==> src/rtl/reg_file_sb.sv <==
// reg_file_sb: integer register file with per-register busy scoreboard.
// Optional same-cycle write forwarding: define REG_FILE_FORWARD_EN.
module reg_file_sb #(
  parameter  int XLEN  = 64,
  parameter  int NREGS = 32,
  localparam int AW    = $clog2(NREGS)
) (
  input  logic            clk,
  input  logic            rst,
  input  logic [AW-1:0]   rs1_addr,
  input  logic [AW-1:0]   rs2_addr,
  output logic [XLEN-1:0] rs1_data,
  output logic [XLEN-1:0] rs2_data,
  output logic            rs1_busy,
  output logic            rs2_busy,
  input  logic            wr_en,
  input  logic [AW-1:0]   wr_addr,
  input  logic [XLEN-1:0] wr_data,
  input  logic            issue_en,
  input  logic [AW-1:0]   issue_rd,
  output logic            ready
);

  typedef enum logic {
    INIT = 1'b0,
    RUN  = 1'b1
  } state_t;

  localparam logic [AW-1:0] LAST = AW'(NREGS - 1);

  state_t          state_q;
  state_t          state_d;
  logic [AW-1:0]   clr_ptr;
  logic [NREGS-1:0] busy_q;
  logic [XLEN-1:0] mem [NREGS];

  logic            run;
  logic            wr_ok;
  logic            iss_ok;
  logic            mem_we;
  logic [AW-1:0]   mem_waddr;
  logic [XLEN-1:0] mem_wdata;

  // State register; reset always restarts the clear sequence.
  always_ff @(posedge clk or negedge rst) begin
    if (!rst) begin
      state_q <= INIT;
    end else begin
      state_q <= state_d;
    end
  end

  // Next state: leave INIT once the last entry has been cleared.
  always_comb begin
    state_d = state_q;
    unique case (state_q)
      INIT: if (clr_ptr == LAST) state_d = RUN;
      RUN:  state_d = RUN;
      default: state_d = INIT;
    endcase
  end

  // Outputs and qualified strobes; ready comes straight from the state flop.
  always_comb begin
    run    = (state_q == RUN);
    ready  = run;
    wr_ok  = run && wr_en && (wr_addr != '0);
    iss_ok = run && issue_en && (issue_rd != '0);
  end

  // Clear pointer walks the array during INIT.
  always_ff @(posedge clk or negedge rst) begin
    if (!rst) begin
      clr_ptr <= '0;
    end else if (state_q == INIT) begin
      clr_ptr <= clr_ptr + AW'(1);
    end
  end

  // Single array write port shared by the clear sequencer and writeback.
  always_comb begin
    mem_we    = 1'b0;
    mem_waddr = wr_addr;
    mem_wdata = wr_data;
    unique case (1'b1)
      !run: begin
        mem_we    = 1'b1;
        mem_waddr = clr_ptr;
        mem_wdata = '0;
      end
      wr_ok: mem_we = 1'b1;
      default: mem_we = 1'b0;
    endcase
  end

  // Array storage; not reset, cleared by the sequencer instead.
  always_ff @(posedge clk) begin
    if (mem_we) begin
      mem[mem_waddr] <= mem_wdata;
    end
  end

  // Busy bits: writeback clears, issue sets, set wins on a collision.
  always_ff @(posedge clk or negedge rst) begin
    if (!rst) begin
      busy_q <= '0;
    end else begin
      if (wr_ok)  busy_q[wr_addr]  <= 1'b0;
      if (iss_ok) busy_q[issue_rd] <= 1'b1;
    end
  end

`ifdef REG_FILE_FORWARD_EN
  logic fwd1;
  logic fwd2;
  logic fwd_busy;

  // Read ports with bypass of the in-flight writeback.
  always_comb begin
    fwd1     = wr_ok && (rs1_addr == wr_addr);
    fwd2     = wr_ok && (rs2_addr == wr_addr);
    fwd_busy = iss_ok && (issue_rd == wr_addr);
    rs1_data = '0;
    rs2_data = '0;
    rs1_busy = 1'b0;
    rs2_busy = 1'b0;
    if (run) begin
      if (fwd1) begin
        rs1_data = wr_data;
        rs1_busy = fwd_busy;
      end else begin
        if (rs1_addr != '0) rs1_data = mem[rs1_addr];
        rs1_busy = busy_q[rs1_addr];
      end
      if (fwd2) begin
        rs2_data = wr_data;
        rs2_busy = fwd_busy;
      end else begin
        if (rs2_addr != '0) rs2_data = mem[rs2_addr];
        rs2_busy = busy_q[rs2_addr];
      end
    end
  end
`else
  // Read ports; x0 and the whole INIT phase read as zero.
  always_comb begin
    rs1_data = '0;
    rs2_data = '0;
    rs1_busy = 1'b0;
    rs2_busy = 1'b0;
    if (run) begin
      if (rs1_addr != '0) rs1_data = mem[rs1_addr];
      if (rs2_addr != '0) rs2_data = mem[rs2_addr];
      rs1_busy = busy_q[rs1_addr];
      rs2_busy = busy_q[rs2_addr];
    end
  end
`endif

endmodule

==> config.mk <==
export PLATFORM = sky130hd
export DESIGN_NAME = reg_file_sb
export DESIGN_NICKNAME = d
export VERILOG_FILES = /design/src/rtl/reg_file_sb.sv
export SDC_FILE = /design/constraint.sdc
export NUM_CORES = 2
export LEC_CHECK = 0
export ABC_AREA = 1
export BUFFER_PORTS_ARGS = -buffer_cell sky130_fd_sc_hd__clkbuf_2
export CELL_PAD_IN_SITES_DETAIL_PLACEMENT = 2
export CELL_PAD_IN_SITES_GLOBAL_PLACEMENT = 2
export CORE_ASPECT_RATIO = 0.7
export CORE_MARGIN = 8
export CORE_UTILIZATION = 39
export DETAILED_ROUTE_END_ITERATION = 6
export PLACE_DENSITY_LB_ADDON = 0.1
export SLEW_MARGIN = 25
export SYNTH_ARGS = -nofsm -noshare
export SYNTH_HDL_FRONTEND = slang
export SYNTH_SLANG_ARGS = --single-unit
==> constraint.sdc <==
create_clock -name clk -period 5.95 [get_ports clk]
set_input_delay 0.595 -clock clk [delete_from_list [all_inputs] [get_ports clk]]
set_output_delay 0.595 -clock clk [all_outputs]
set_load 0.02 [all_outputs]
Word-level counts from Yosys, hierarchy flattened:

Memory sizes are Yosys's and may differ from the RTL's.
Index checks and enable logic that the tools add are counted.

* bits in registers: 38
* bits in latches: 0
* memory bits (writable): 2048
* memory bits (read-only): 0
* output and inout bits: 131
* word-level logic and storage cells: 51
* memories kept: 1

* add/subtract/negate cells: 1
* multiply operators: 0
* div/mod/pow operators: 0
* magnitude comparators: 6
* equal/unequal tests: 1
* shifts and indexed selects: 0
* muxes and demuxes: 23
* bitwise gates (word level): 4
* reductions and logical operators: 12

Memory list
* mem: words 32, bits a word 64, read ports 2, clocked after memory_dff 0, write ports 1, RTL line 35 `logic [XLEN-1:0] mem [NREGS];`

Operator list (count)
* 2-to-1 mux 64 bit: 5
* 2-to-1 mux 32 bit: 2
* bitwise AND 32 bit: 1
* NOT 32 bit: 1
* bitwise OR 32 bit: 1
* less-than comparator 5 x 6 -> 1 bit (second input constant): 4
* nonzero test 5 bit: 4
* binary-select mux 1 bit (select 5 bit): 2
* demux 1 bit (select 5 bit): 2
* >= comparator 5 x 1 -> 1 bit (second input constant): 2
* 2-to-1 mux 1 bit: 10
* logical AND 1 bit: 6
* adder 5 x 1 -> 5 bit (second input constant): 1
* == test 5 bit (second input constant): 1
* 2-to-1 mux 5 bit: 1
* one-hot mux 1 bit (2 select lines): 1
* OR reduction 2 bit: 1
* logical NOT 1 bit: 1
* NOT 1 bit: 1

Depth between registers and ports, before layout:

* depth after elaboration: 9
* mapped depth: 12
* depth with buffers taken out: 8

Worst setup path before layout:

Ideal clock, no wire load.

* kind: register to register
* from: reg state_q (netlist: ready)
* to: mem mem[10][0] (enable)
* arrival: 4.089 ns
* setup slack: 1.374 ns
* cell stages (with the launch flop): 6
* buffers on the path: 1
* period minus slack after synthesis: 4.576 ns
* cells stage by stage: dfrtp_1 buf_4 inv_1 o21ai_0 nand3_1 nor2_1

* longest elaborated chain between the ends: 6

Ends and longest elaborated chain
* from (decl): RTL line 31 `state_t state_q;`
* from (signal assigned): RTL line 49 `state_q <= state_d;`
* logical AND 1 bit (2 in series): RTL line 67 `wr_ok = run && wr_en && (wr_addr != '0);`
* OR reduction 2 bit (no line)
* 2-to-1 mux 1 bit: RTL line 85 `unique case (1'b1)`
* 2-to-1 mux 1 bit: RTL line 98 `if (mem_we) begin`
* 2-to-1 mux 1 bit (not written as such): RTL line 99 `mem[mem_waddr] <= mem_wdata;`
* to (decl): RTL line 35

Several ways; a longest one is shown, not always the timed one.

Worst setup path after layout:

* from: reg state_q (netlist: ready)
* to: out rs1_data[26]

* longest elaborated chain between the ends: 1

Ends and longest elaborated chain
* 2-to-1 mux 64 bit: RTL line 151 `if (run) begin`
* to (decl): RTL line 12 `output logic [XLEN-1:0] rs1_data,`

No other way between the ends.

==> impl_metrics.py <==
metrics = {
    "clock_network": {
        "cts_max_level": 4,
        "cts-root-buf": "clkbuf_16",
        "cts_buffers": 231,
        "cts_buffer_depth": 4,
        "clock_latency_ps": 920,
        "clock_sinks": 2086,
        "tritoncts": "yes",
        "path_clk_slew_ps": 60,
        "cts_resized": 0,
    },
    "place": {
        "hpwl_um": 307000,
        "place.port_buffers": 218,
        "gp_congestion": 0.843,
    },
    "synthesis": {
        "synth-async-reset-ratio_pct": 1.82,
        "synthTopCellsByCount": "nand2_1, nand3_1, edfxtp_1",
        "seq_area_frac_synth_pct": 55.8,
        "synth_edf_count": 2048,
        "synth_area_leaders": "edfxtp_1, nand3_1, nand2_1",
        "netlist_area_mm2": 0.112,
        "ys_ff_latch": 2086,
        "synth.largest_area_cell": "edfxtp_1",
        "postSynthCellCount": 13456,
        "synth_top_area_share_pct": 55.0,
        "syn_nets": 13546,
        "yosysWarnings": 0,
        "yosysMostFrequentCell": "nand2_1",
        "ys_types": 25,
        "synth_area_per_cell_um2": 8.31,
        "synthFlopType": "edfxtp_1",
    },
    "sta": {
        "skew_ps": 26.3,
        "hold_violations": 0,
        "relSlewSlack_pct": 24.8,
        "period_needed_ps": 4920,
        "fmax_ghz": 0.203,
        "worstMarginPinSlew_ps": 1130,
        "rsz0062_at_grt": "no",
        "finalMaxSlewViolations": 0,
        "finalSetupViolCount": 0,
        "finalSetupTns_ps": 0,
        "period_share_pct": 82.7,
    },
    "worst_setup_path": {
        "cp_top_family": "buffers and inverters",
        "end_kind": "output pin",
        "reg2reg_from": "ready$_DFF_PN0_",
        "crit_type": "reg2out",
        "critPathArrivalTime_ps": 4320,
        "cp_slowest_cell": "dfrtp_4",
        "r2r_slack_ps": 1440,
        "path_max_fanout": 58,
        "worstPathRequired_ps": 5360,
        "worst_r2r_path_depth": 5,
        "startpoint_type": "flop",
        "worst-path-buf-inv": 3,
        "cpPeakStageDelay_ps": 960,
        "critical_path.cell_chain": "o21ai_1 -> inv_6 -> buf_4 -> nand2_1 -> nor2_1 -> clkbuf_2",
        "reg2reg_to": "mem[3][49]$_DFFE_PP_",
    },
    "die": {
        "row_count": 164,
        "io_pins": 219,
        "core_mm2": 0.285,
        "fp.dieArea_mm2": 0.304,
        "start_util_pct": 39.2,
        "die_width_um": 656,
        "die-height_um": 464,
    },
    "power_and_ir_drop": {
        "p_leak_nw": 53.8,
        "power.density_mw_per_mm2": 284,
        "ir_worst_vdd_v": 0.000240,
    },
    "global_route": {
        "grt_usage_pct": 34.3,
        "grt_pass1_vias": 111130,
        "grt_overflow": 0,
        "grt_pass1_wl_um": 779000,
        "grt_antenna_before_repair": 19,
        "grt_max_degree": 154,
    },
    "layout": {
        "utilization_pct": 43.4,
        "n_fill_cell": 31518,
        "nets": 13306,
        "drive_above_1_share_pct": 6.64,
        "syn2layout_area_growth_pct": 10.7,
    },
    "route": {
        "first_pass_iters": 5,
        "vias": 102738,
        "finalWirelength_um": 541000,
        "wire_per_inst_um": 31.4,
        "ant_nets": 0,
        "avgViaCountPerCell": 5.97,
        "drc": 0,
        "drt-initial-drc-count": 9594,
    },
    "hold_path": {
        "min_from": "wr_en",
        "whs_path_depth": 4,
        "holdCritPathClass": "in2reg",
        "hold-path-endpoint": "busy_q[29]$_DFF_PN0_",
    },
    "flow_run": {
        "maxCapViolations": 0,
    },
    "run_status": {
        "run_status": "finished, final reports clean",
    },
}
## registers in the layout (all words and copies together), names as in the netlist
name	count
busy_q	32
clr_ptr	5
mem	2048
ready	1
## per-layer routing
metal | up-vias | share of wire, % | GRT usage, %
met5 | - | 0.016 | 0
met2 | 4118 | 45 | 55.5
li1 | 43512 | - | -
met4 | 12 | 4.9 | 14.7
met3 | 1239 | 7.1 | 5.10
met1 | 53857 | 42 | 46.1
## worst max-delay path by stage
stage / start / to / slack [ps] / cells after the start
2_1_floorplan: ready$_DFF_PN0_ / mem[10][0]$_DFFE_PP_ / 1370 / 5
3_3_place_gp: rs2_addr[0] / rs2_data[27] / 1350 / 8
3_5_place_dp: rs2_addr[0] / rs2_data[27] / 1360 / 8
4_1_cts: ready$_DFF_PN0_ / rs1_data[37] / 950 / 6
5_1_grt: ready$_DFF_PN0_ / rs1_data[37] / 980 / 6
6_report: ready$_DFF_PN0_ / rs1_data[26] / 1030 / 6
## cell families (layout without fill, tap and decap cells)
logic type	Yosys count	in the layout	synth area share (%)
other	0	5	0
XOR/XNOR	3	3	0.0235
flip-flops	2086	2086	55.8
AO/OA/AOI/OAI	329	329	2.06
buffers and inverters	2935	2873	10.7
adder cells (fa/ha/maj)	2	2	0.0224
AND/OR/NAND/NOR	8101	8101	31.3
## metrics by stage
| step | cell area [um^2] | power (mW) | worst slack (ps) | hold WS [ps] | instances |
|---|---|---|---|---|---|
| floorplan | 112000 | 18.8 | 1370 | 299 | 13456 |
| global placement | 116000 | 20.6 | 1350 | 394 | 16794 |
| detailed placement | 116000 | 20.7 | 1360 | 411 | 16798 |
| CTS | 124000 | 35.3 | 954 | 6.23 | 17211 |
| global route | 124000 | 36.1 | 978 | 77.7 | 17212 |
| finish | 124000 | 35.2 | 1030 | 71.7 | 17217 |
## what timing repair did
action	CTS	global route
hold endpoints to repair	40	0
hold buffers	2	0
setup buffers	0	0
## layout by cell type, fill, tap and decap left out, types with 10 or more instances in the layout
| cell | Yosys | layout |
|---|---|---|
| clkinv_2 | 0 | 46 |
| nand2_1 | 4183 | 4183 |
| buf_8 | 0 | 10 |
| clkbuf_1 | 233 | 46 |
| nor2_4 | 0 | 32 |
| bufinv_16 | 0 | 25 |
| clkbuf_2 | 0 | 207 |
| clkinv_1 | 0 | 67 |
| buf_12 | 0 | 82 |
| o21ai_0 | 60 | 60 |
| dfrtp_1 | 38 | 37 |
| or2_2 | 73 | 73 |
| nand3_1 | 3529 | 3529 |
| inv_1 | 2011 | 1975 |
| buf_4 | 33 | 138 |
| edfxtp_1 | 2048 | 2048 |
| o211ai_1 | 260 | 260 |
| clkbuf_16 | 0 | 237 |
| inv_2 | 8 | 15 |
| nor2_1 | 302 | 270 |
## cell type report
cell class	count	area [um^2]	area share (%)
timing repair buffer	443	3980	3.21
antenna	5	12.5	0.0101
inverter	2019	7650	6.18
multi-input combinational	8435	37600	30.4
sequential	2086	62500	50.4
tap	3818	4780	3.86
clock buffer	286	6140	4.96
clock inverter	125	1210	0.976
## where the power goes
| part | internal [mW] | total [mW] | switching [mW] |
|---|---|---|---|
| clock | 8.33 | 14.8 | 6.44 |
| combinational | 0.934 | 4.23 | 3.30 |
| sequential | 16.2 | 16.2 | 0.0201 |
| total | 25.5 | 35.2 | 9.75 |
## worst reg2reg max path: stages, from the launching register on
cell and delay [ps]:
dfrtp_4 960, inv_1 320, o21ai_0 610, nand3_1 630, nor2_4 1060, buf_12 480
No activity file was read; power rests on OpenSTA's default activity.
